--- config.mk ---
export PLATFORM = sky130hd
export DESIGN_NAME = apb_cmd_master
export DESIGN_NICKNAME = d
export VERILOG_FILES = /design/src/rtl/apb_cmd_master.sv
export SDC_FILE = /design/constraint.sdc
export NUM_CORES = 1
export LEC_CHECK = 0
export CAP_MARGIN = 20
export CORE_MARGIN = 3
export CORE_UTILIZATION = 37
export DETAILED_ROUTE_END_ITERATION = 8
export PLACE_DENSITY = 0.79
export SETUP_SLACK_MARGIN = 0.5
export SLEW_MARGIN = 20
export SYNTH_ARGS = -nofsm -noshare
export SYNTH_HDL_FRONTEND = slang
export SYNTH_SLANG_ARGS = --single-unit
--- constraint.sdc ---
create_clock -name clk -period 2.1 [get_ports clk]
set_input_delay 0.21 -clock clk [delete_from_list [all_inputs] [get_ports clk]]
set_output_delay 0.21 -clock clk [all_outputs]
set_load 0.005 [all_outputs]
--- src/rtl/apb_cmd_master.sv ---
// Command-buffer driven APB requester: pops {write,addr,wdata,strb}, runs one transfer, pushes {timeout,pslverr,rdata}.
// Optional ACCESS watchdog enabled by defining APB_CMD_MASTER_TIMEOUT_EN.
module apb_cmd_master #(
    parameter int unsigned ADDR_WIDTH     = 32,
    parameter int unsigned DATA_WIDTH     = 32,
    parameter int unsigned TIMEOUT_CYCLES = 255
) (
    input  logic                                            clk,
    input  logic                                            reset_n,
    input  logic [ADDR_WIDTH+DATA_WIDTH+DATA_WIDTH/8:0]     cmd_dout,
    input  logic                                            cmd_empty,
    output logic                                            cmd_rd_en,
    output logic [DATA_WIDTH+1:0]                           rsp_din,
    output logic                                            rsp_din_valid,
    input  logic                                            rsp_full,
    output logic                                            psel,
    output logic                                            penable,
    output logic                                            pwrite,
    output logic [ADDR_WIDTH-1:0]                           paddr,
    output logic [DATA_WIDTH-1:0]                           pwdata,
    output logic [DATA_WIDTH/8-1:0]                         pstrb,
    input  logic [DATA_WIDTH-1:0]                           prdata,
    input  logic                                            pready,
    input  logic                                            pslverr,
    output logic                                            busy
);
    localparam int unsigned STRB_WIDTH = DATA_WIDTH / 8;
    localparam int unsigned CMD_WIDTH  = 1 + ADDR_WIDTH + DATA_WIDTH + STRB_WIDTH;

    if (DATA_WIDTH % 8 != 0 || TIMEOUT_CYCLES < 1 || TIMEOUT_CYCLES > 65535) begin : g_param_check
        $error("apb_cmd_master: illegal DATA_WIDTH or TIMEOUT_CYCLES");
    end

    typedef enum logic [1:0] {IDLE, FETCH, SETUP, ACCESS} state_t;

    state_t                  state_q;
    logic                    psel_q, penable_q, pwrite_q, rsp_valid_q;
    logic [ADDR_WIDTH-1:0]   paddr_q;
    logic [DATA_WIDTH-1:0]   pwdata_q;
    logic [STRB_WIDTH-1:0]   pstrb_q;
    logic [DATA_WIDTH+1:0]   rsp_din_q;
`ifdef APB_CMD_MASTER_TIMEOUT_EN
    logic [15:0]             wdog_q;
`endif

    logic                    cmd_write;
    logic [ADDR_WIDTH-1:0]   cmd_addr;
    logic [DATA_WIDTH-1:0]   cmd_wdata;
    logic [STRB_WIDTH-1:0]   cmd_strb;

    assign cmd_write = cmd_dout[CMD_WIDTH-1];
    assign cmd_addr  = cmd_dout[CMD_WIDTH-2 -: ADDR_WIDTH];
    assign cmd_wdata = cmd_dout[STRB_WIDTH +: DATA_WIDTH];
    assign cmd_strb  = cmd_dout[STRB_WIDTH-1:0];

    // A pending push blocks the pop, so a freshly pushed response is always seen in rsp_full first.
    assign cmd_rd_en = reset_n & (state_q == IDLE) & ~cmd_empty & ~rsp_full & ~rsp_valid_q;
    assign busy      = reset_n & (state_q != IDLE);

    assign psel          = psel_q;
    assign penable       = penable_q;
    assign pwrite        = pwrite_q;
    assign paddr         = paddr_q;
    assign pwdata        = pwdata_q;
    assign pstrb         = pstrb_q;
    assign rsp_din       = rsp_din_q;
    assign rsp_din_valid = rsp_valid_q;

    always_ff @(posedge clk) begin
        if (!reset_n) begin
            state_q     <= IDLE;
            psel_q      <= 1'b0;
            penable_q   <= 1'b0;
            pwrite_q    <= 1'b0;
            paddr_q     <= '0;
            pwdata_q    <= '0;
            pstrb_q     <= '0;
            rsp_din_q   <= '0;
            rsp_valid_q <= 1'b0;
`ifdef APB_CMD_MASTER_TIMEOUT_EN
            wdog_q      <= '0;
`endif
        end else begin
            rsp_valid_q <= 1'b0;
            case (state_q)
                IDLE: begin
                    if (cmd_rd_en) state_q <= FETCH;
                end
                FETCH: begin
                    pwrite_q  <= cmd_write;
                    paddr_q   <= cmd_addr;
                    pwdata_q  <= cmd_write ? cmd_wdata : '0;
                    pstrb_q   <= cmd_write ? cmd_strb  : '0;
                    psel_q    <= 1'b1;
                    penable_q <= 1'b0;
                    state_q   <= SETUP;
                end
                SETUP: begin
                    penable_q <= 1'b1;
                    state_q   <= ACCESS;
`ifdef APB_CMD_MASTER_TIMEOUT_EN
                    wdog_q    <= '0;
`endif
                end
                ACCESS: begin
                    if (pready) begin
                        psel_q      <= 1'b0;
                        penable_q   <= 1'b0;
                        rsp_din_q   <= {1'b0, pslverr, (pwrite_q ? {DATA_WIDTH{1'b0}} : prdata)};
                        rsp_valid_q <= 1'b1;
                        state_q     <= IDLE;
                    end
`ifdef APB_CMD_MASTER_TIMEOUT_EN
                    else if (wdog_q == 16'(TIMEOUT_CYCLES - 1)) begin
                        psel_q      <= 1'b0;
                        penable_q   <= 1'b0;
                        rsp_din_q   <= {2'b10, {DATA_WIDTH{1'b0}}};
                        rsp_valid_q <= 1'b1;
                        state_q     <= IDLE;
                    end else begin
                        wdog_q <= wdog_q + 16'd1;
                    end
`endif
                end
                default: state_q <= IDLE;
            endcase
        end
    end
endmodule

Yosys cells after proc, flatten, opt, wreduce, memory -nomap -nowiden

Index checks and enable logic that the tools add are counted.

Mux-type cells: 10
Bitwise logic cells: 8
Equality and inequality tests: 5
Reduce and logical (&&, ||, !) cells: 9

Operators with widths:

| operator                                                        | count |
|---|---|
| 32-bit two-way mux                                              | 2 |
| 2-bit AND reduction                                             | 5 |
| 2-bit one-hot mux with 4 select lines                           | 1 |
| 1-bit bitwise AND                                               | 5 |
| 2-bit == test, second input constant                            | 2 |
| 2-bit two-way mux                                               | 2 |
| 4-bit two-way mux                                               | 1 |
| 2-bit != test, second input constant                            | 2 |
| 2-bit nonzero test                                              | 2 |
| 1-bit NOT                                                       | 3 |
| 1-bit one-hot mux with 3 select lines                           | 1 |
| 3-bit nonzero test                                              | 1 |
| 2-bit by 1-bit == test with 1-bit output, second input constant | 1 |
| 2-bit logical NOT                                               | 1 |
| 1-bit two-way mux                                               | 2 |
| 1-bit one-hot mux with 2 select lines                           | 1 |

Output and inout port bits: 108
Word-level logic and storage cells: 41
Flip-flop bits (word level): 107

Longest topological paths before layout

Depth after elaboration: 7
Gate-level depth with buffers: 8
Gate-level depth less buffers: 5

Worst setup path before layout

Ideal clock, no wire load.

Path kind: register -> register
Start: reg state_q[1]
End: reg pwdata_q[27] (netlist: pwdata[27])
Slack: 0.604 ns
Stages on the path, launching flop included: 9
Arrival: 1.369 ns
Cell sequence: dfxtp_1 inv_1 ha_1 buf_2 and2_1 buf_2 buf_2 a22oi_1 nor2_1

Word-level cells in the longest chain between the ends: 1

Ends and longest elaborated chain:

| element                                  | line | source |
|---|---|---|
| start: declaration                       | 36   | `state_t state_q;` |
| start signal: assignment                 | 71   | `state_q <= IDLE;` |
| start signal: assignment                 | 87   | `if (cmd_rd_en) state_q <= FETCH;` |
| start signal: assignment                 | 96   | `state_q <= SETUP;` |
| 2-bit by 1-bit == test with 1-bit output | 85   | `case (state_q)` |
| end signal: assignment                   | 92   | `pwdata_q <= cmd_write ? cmd_wdata : '0;` |
| end: declaration                         | 39   | `logic [DATA_WIDTH-1:0] pwdata_q;` |

No other way between the ends.
A chain may end at the register's enable or synchronous reset.

Final worst setup path

Start: reg state_q[0]
End: reg rsp_din_q[8] (netlist: rsp_din[8])

Word-level cells in the longest chain between the ends: 2

Ends and longest elaborated chain:

| element                              | line | source |
|---|---|---|
| 2-bit == test                        | 85   |  |
| 2-bit AND reduction (no source line) | --   |  |
| end signal: assignment               | 109  | `rsp_din_q <= {1'b0, pslverr, (pwrite_q ? {DATA_WIDTH{1'b0}} : prdata)};` |
| end: declaration                     | 41   | `logic [DATA_WIDTH+1:0] rsp_din_q;` |

No other way between the ends.

==> reports/metrics.yaml <==
critical_path:
  crit_required_ps: 2360
  path_class: "reg2reg"
  cp_data_arrival_time_ps: 1760
  crit_fanout: 32
  cp-end-kind: "flip-flop"
  start_kind: "flip-flop"
global_route:
  grt_usage_pct: 18.8
  grt_overflow: 0
  grt_max_degree: 38
  grt_pass1_wl_um: 16800
  antenna_found_initial: 0
  grt_pass1_vias: 3302
synth:
  synthArstFlopShare_pct: 0
  ys.flop_type: "dfxtp_1"
  syn_area_mm2: 0.00365
  synthTopCellsByCount: "107 x dfxtp_1, 73 x nor2_1, 36 x a22oi_1"
  ys_types: 28
  post-synth-top-count-cell: "dfxtp_1"
  syn_avg_cell_area_um2: 10.9
  synth_area_leader_cell: "dfxtp_1"
  syn-instance-count: 335
  synth_area_leaders: "dfxtp_1 59%, mux2i_1 9.3%, a22o_1 7.9%, nor2_1 7.5%, a22oi_1 7.4%"
  yosysWarnings: 0
  synth-seq-cells: 107
  synth_top_cell_area_share_pct: 58.6
  syn-num-nets: 446
  ys_seq_area_share_pct: 58.6
  synth-edff-count: 0
power:
  clock_power_share_pct: 21.3
  power.internal_mw: 3.69
  switching_power_mw: 1.56
  p_seq_share_pct: 45.8
  vdd_drop_max_mv: 0.535
  p_leak_nw: 2.28
  combPwrFrac_pct: 32.9
  powerDensity_mw_per_mm2: 860
  switching_share_pct: 29.7
floorplanning:
  fp.dieH_um: 105
  pin_count: 215
  die_area_mm2: 0.0111
  coreArea_mm2: 0.00942
  initial_core_util_pct: 38.8
  die_w_um: 105
  rows: 35
route:
  first_pass_iters: 4
  vias: 3290
  wirelength_um: 10800
  drt-vias-per-instance: 4.87
  route.detailed.drc: 0
  drtIter0Drc: 112
  drtAntennaViolNets: 0
  wire_per_inst_um: 15.9
finish:
  layout-drive-gt1-share_pct: 6.95
  fin_util_pct: 64.8
  antenna_cells: 0
  final.fill_count: 761
  syn_to_final_growth_pct: 66.9
  final_net_count: 655
  multiInputGateArea_mm2: 0.00137
  seqCellArea_mm2: 0.00215
  fin_cells: 676
sta:
  clock_skew_ps: 9.94
  fmax_mhz: 666
  drv_slew: 0
  setup-tns-final_ps: 0
  rsz0062_at_grt: "no"
  fin_crit_ps: 1500
  setup_ws_ps: 598
  min_period_over_period_pct: 71.5
  setup_viol: 0
  hold_viol: 0
placed_design:
  io_buffers: 213
  dp_cells: 660
  dp.final_hpwl_um: 8180
  gp_congestion: 0.729
  place_ws_ps: 271
clocking:
  cts_made_buffers: 9
  clk_pin_slew_ps: 100
  cts_root_buffer: "clkbuf_8"
  clock-sinks: 107
  h-tree-depth: 3
  cts_tree: "done"
  cts_max_path_buffers: 2
  clk_latency_ps: 360
flow_run:
  max-cap-violations: 0
worst_hold_path:
  min_path_type: "in2reg"
run_status:
  outcome: "complete, no violations"
cell type report:
type / instances / share of cell area (%)
multi-input cells: 196 / 22.5
repair buffers: 225 / 36.6
inverters: 5 / 0.308
flip-flops and latches: 107 / 35.3
well taps: 129 / 2.65
clock buffers: 9 / 2.03
clock inverters: 5 / 0.677
power groups by stage:
stage | clock network, mW | logic [mW] | registers, mW
global placement | 0 | 1.67 | 2.42
CTS | 1.16 | 1.75 | 2.40
global route | 1.24 | 1.87 | 2.44
detailed placement | 0 | 1.71 | 2.44
floorplan | 0 | 0.828 | 2.45
finish | 1.12 | 1.73 | 2.41
placed cells by master (no fill, tap or decap), types with 2 or more instances in the layout:
master	synthesis	final
clkdlybuf4s50_1	0	210
dfxtp_1	107	104
nor2_1	73	73
a22oi_1	36	36
mux2i_1	34	34
a22o_1	33	33
buf_4	2	10
clkbuf_8	0	9
clkinvlp_4	0	4
inv_2	1	3
dfxtp_4	0	3
and2_1	2	2
inv_1	4	2
ha_4	0	2
ha_1	4	2
state kept, by name, indices dropped and copies added, names as in the netlist:
| name | flops |
|---|---|
| rsp_din | 33 |
| paddr | 32 |
| pwdata | 32 |
| pstrb | 4 |
| state_q | 2 |
| penable | 1 |
| psel | 1 |
| pwrite | 1 |
| rsp_din_valid | 1 |
critical path, stage by stage (launching register included):
cell and delay, ps:
dfxtp_4 370, ha_1 270, and3_1 200, and2b_1 170
buf_6 180, a22o_1 210
routing by layer:
layer | part of all wire (%) | track usage (%) | up-vias
met5 | 0 | 0 | -
met4 | 1.8 | 6.19 | 0
met3 | 8.3 | 6.86 | 17
met2 | 51 | 32.8 | 142
met1 | 39 | 21.2 | 1542
li1 | - | - | 1589
metrics by stage:
stage                     power [mW]  hold WS (ps)  instance area (µm²)
after CTS                       5.31           412                 6080
after global routing            5.54           410                 6100
after floorplan                 3.28           336                 3650
after detailed placement        4.15           452                 5890
final                           5.25           432                 6100
after global placement          4.09           450                 5890
path summary, 6_finish.rpt:
check             start          to  slack [ps]  cells past startpoint
max          state_q[0]  rsp_din[8]         600                      5
min           prdata[2]  rsp_din[2]         430                      2
max reg2reg  state_q[0]  rsp_din[8]         600                      5
min reg2reg        psel        psel         470                      1
repair_timing:
item / 4_1_cts / 5_1_grt
setup buffers: 1 / 1
pin swaps: 2 / 1
endpoints found under the setup margin: 80 / 57
hold buffers: 0 / 0
resized for setup: 13 / 7
cell families (layout without fill, tap and decap cells):
family	count (synthesis)	after routing	synth area share [%]
buf+inv	32	244	4.59
compound gates	76	76	16.7
mux	34	34	9.31
simple gates	81	81	9.28
other cells	1	1	0.103
fa+ha+maj	4	4	1.37
flops	107	107	58.6
(Power assumes the default switching activity.)
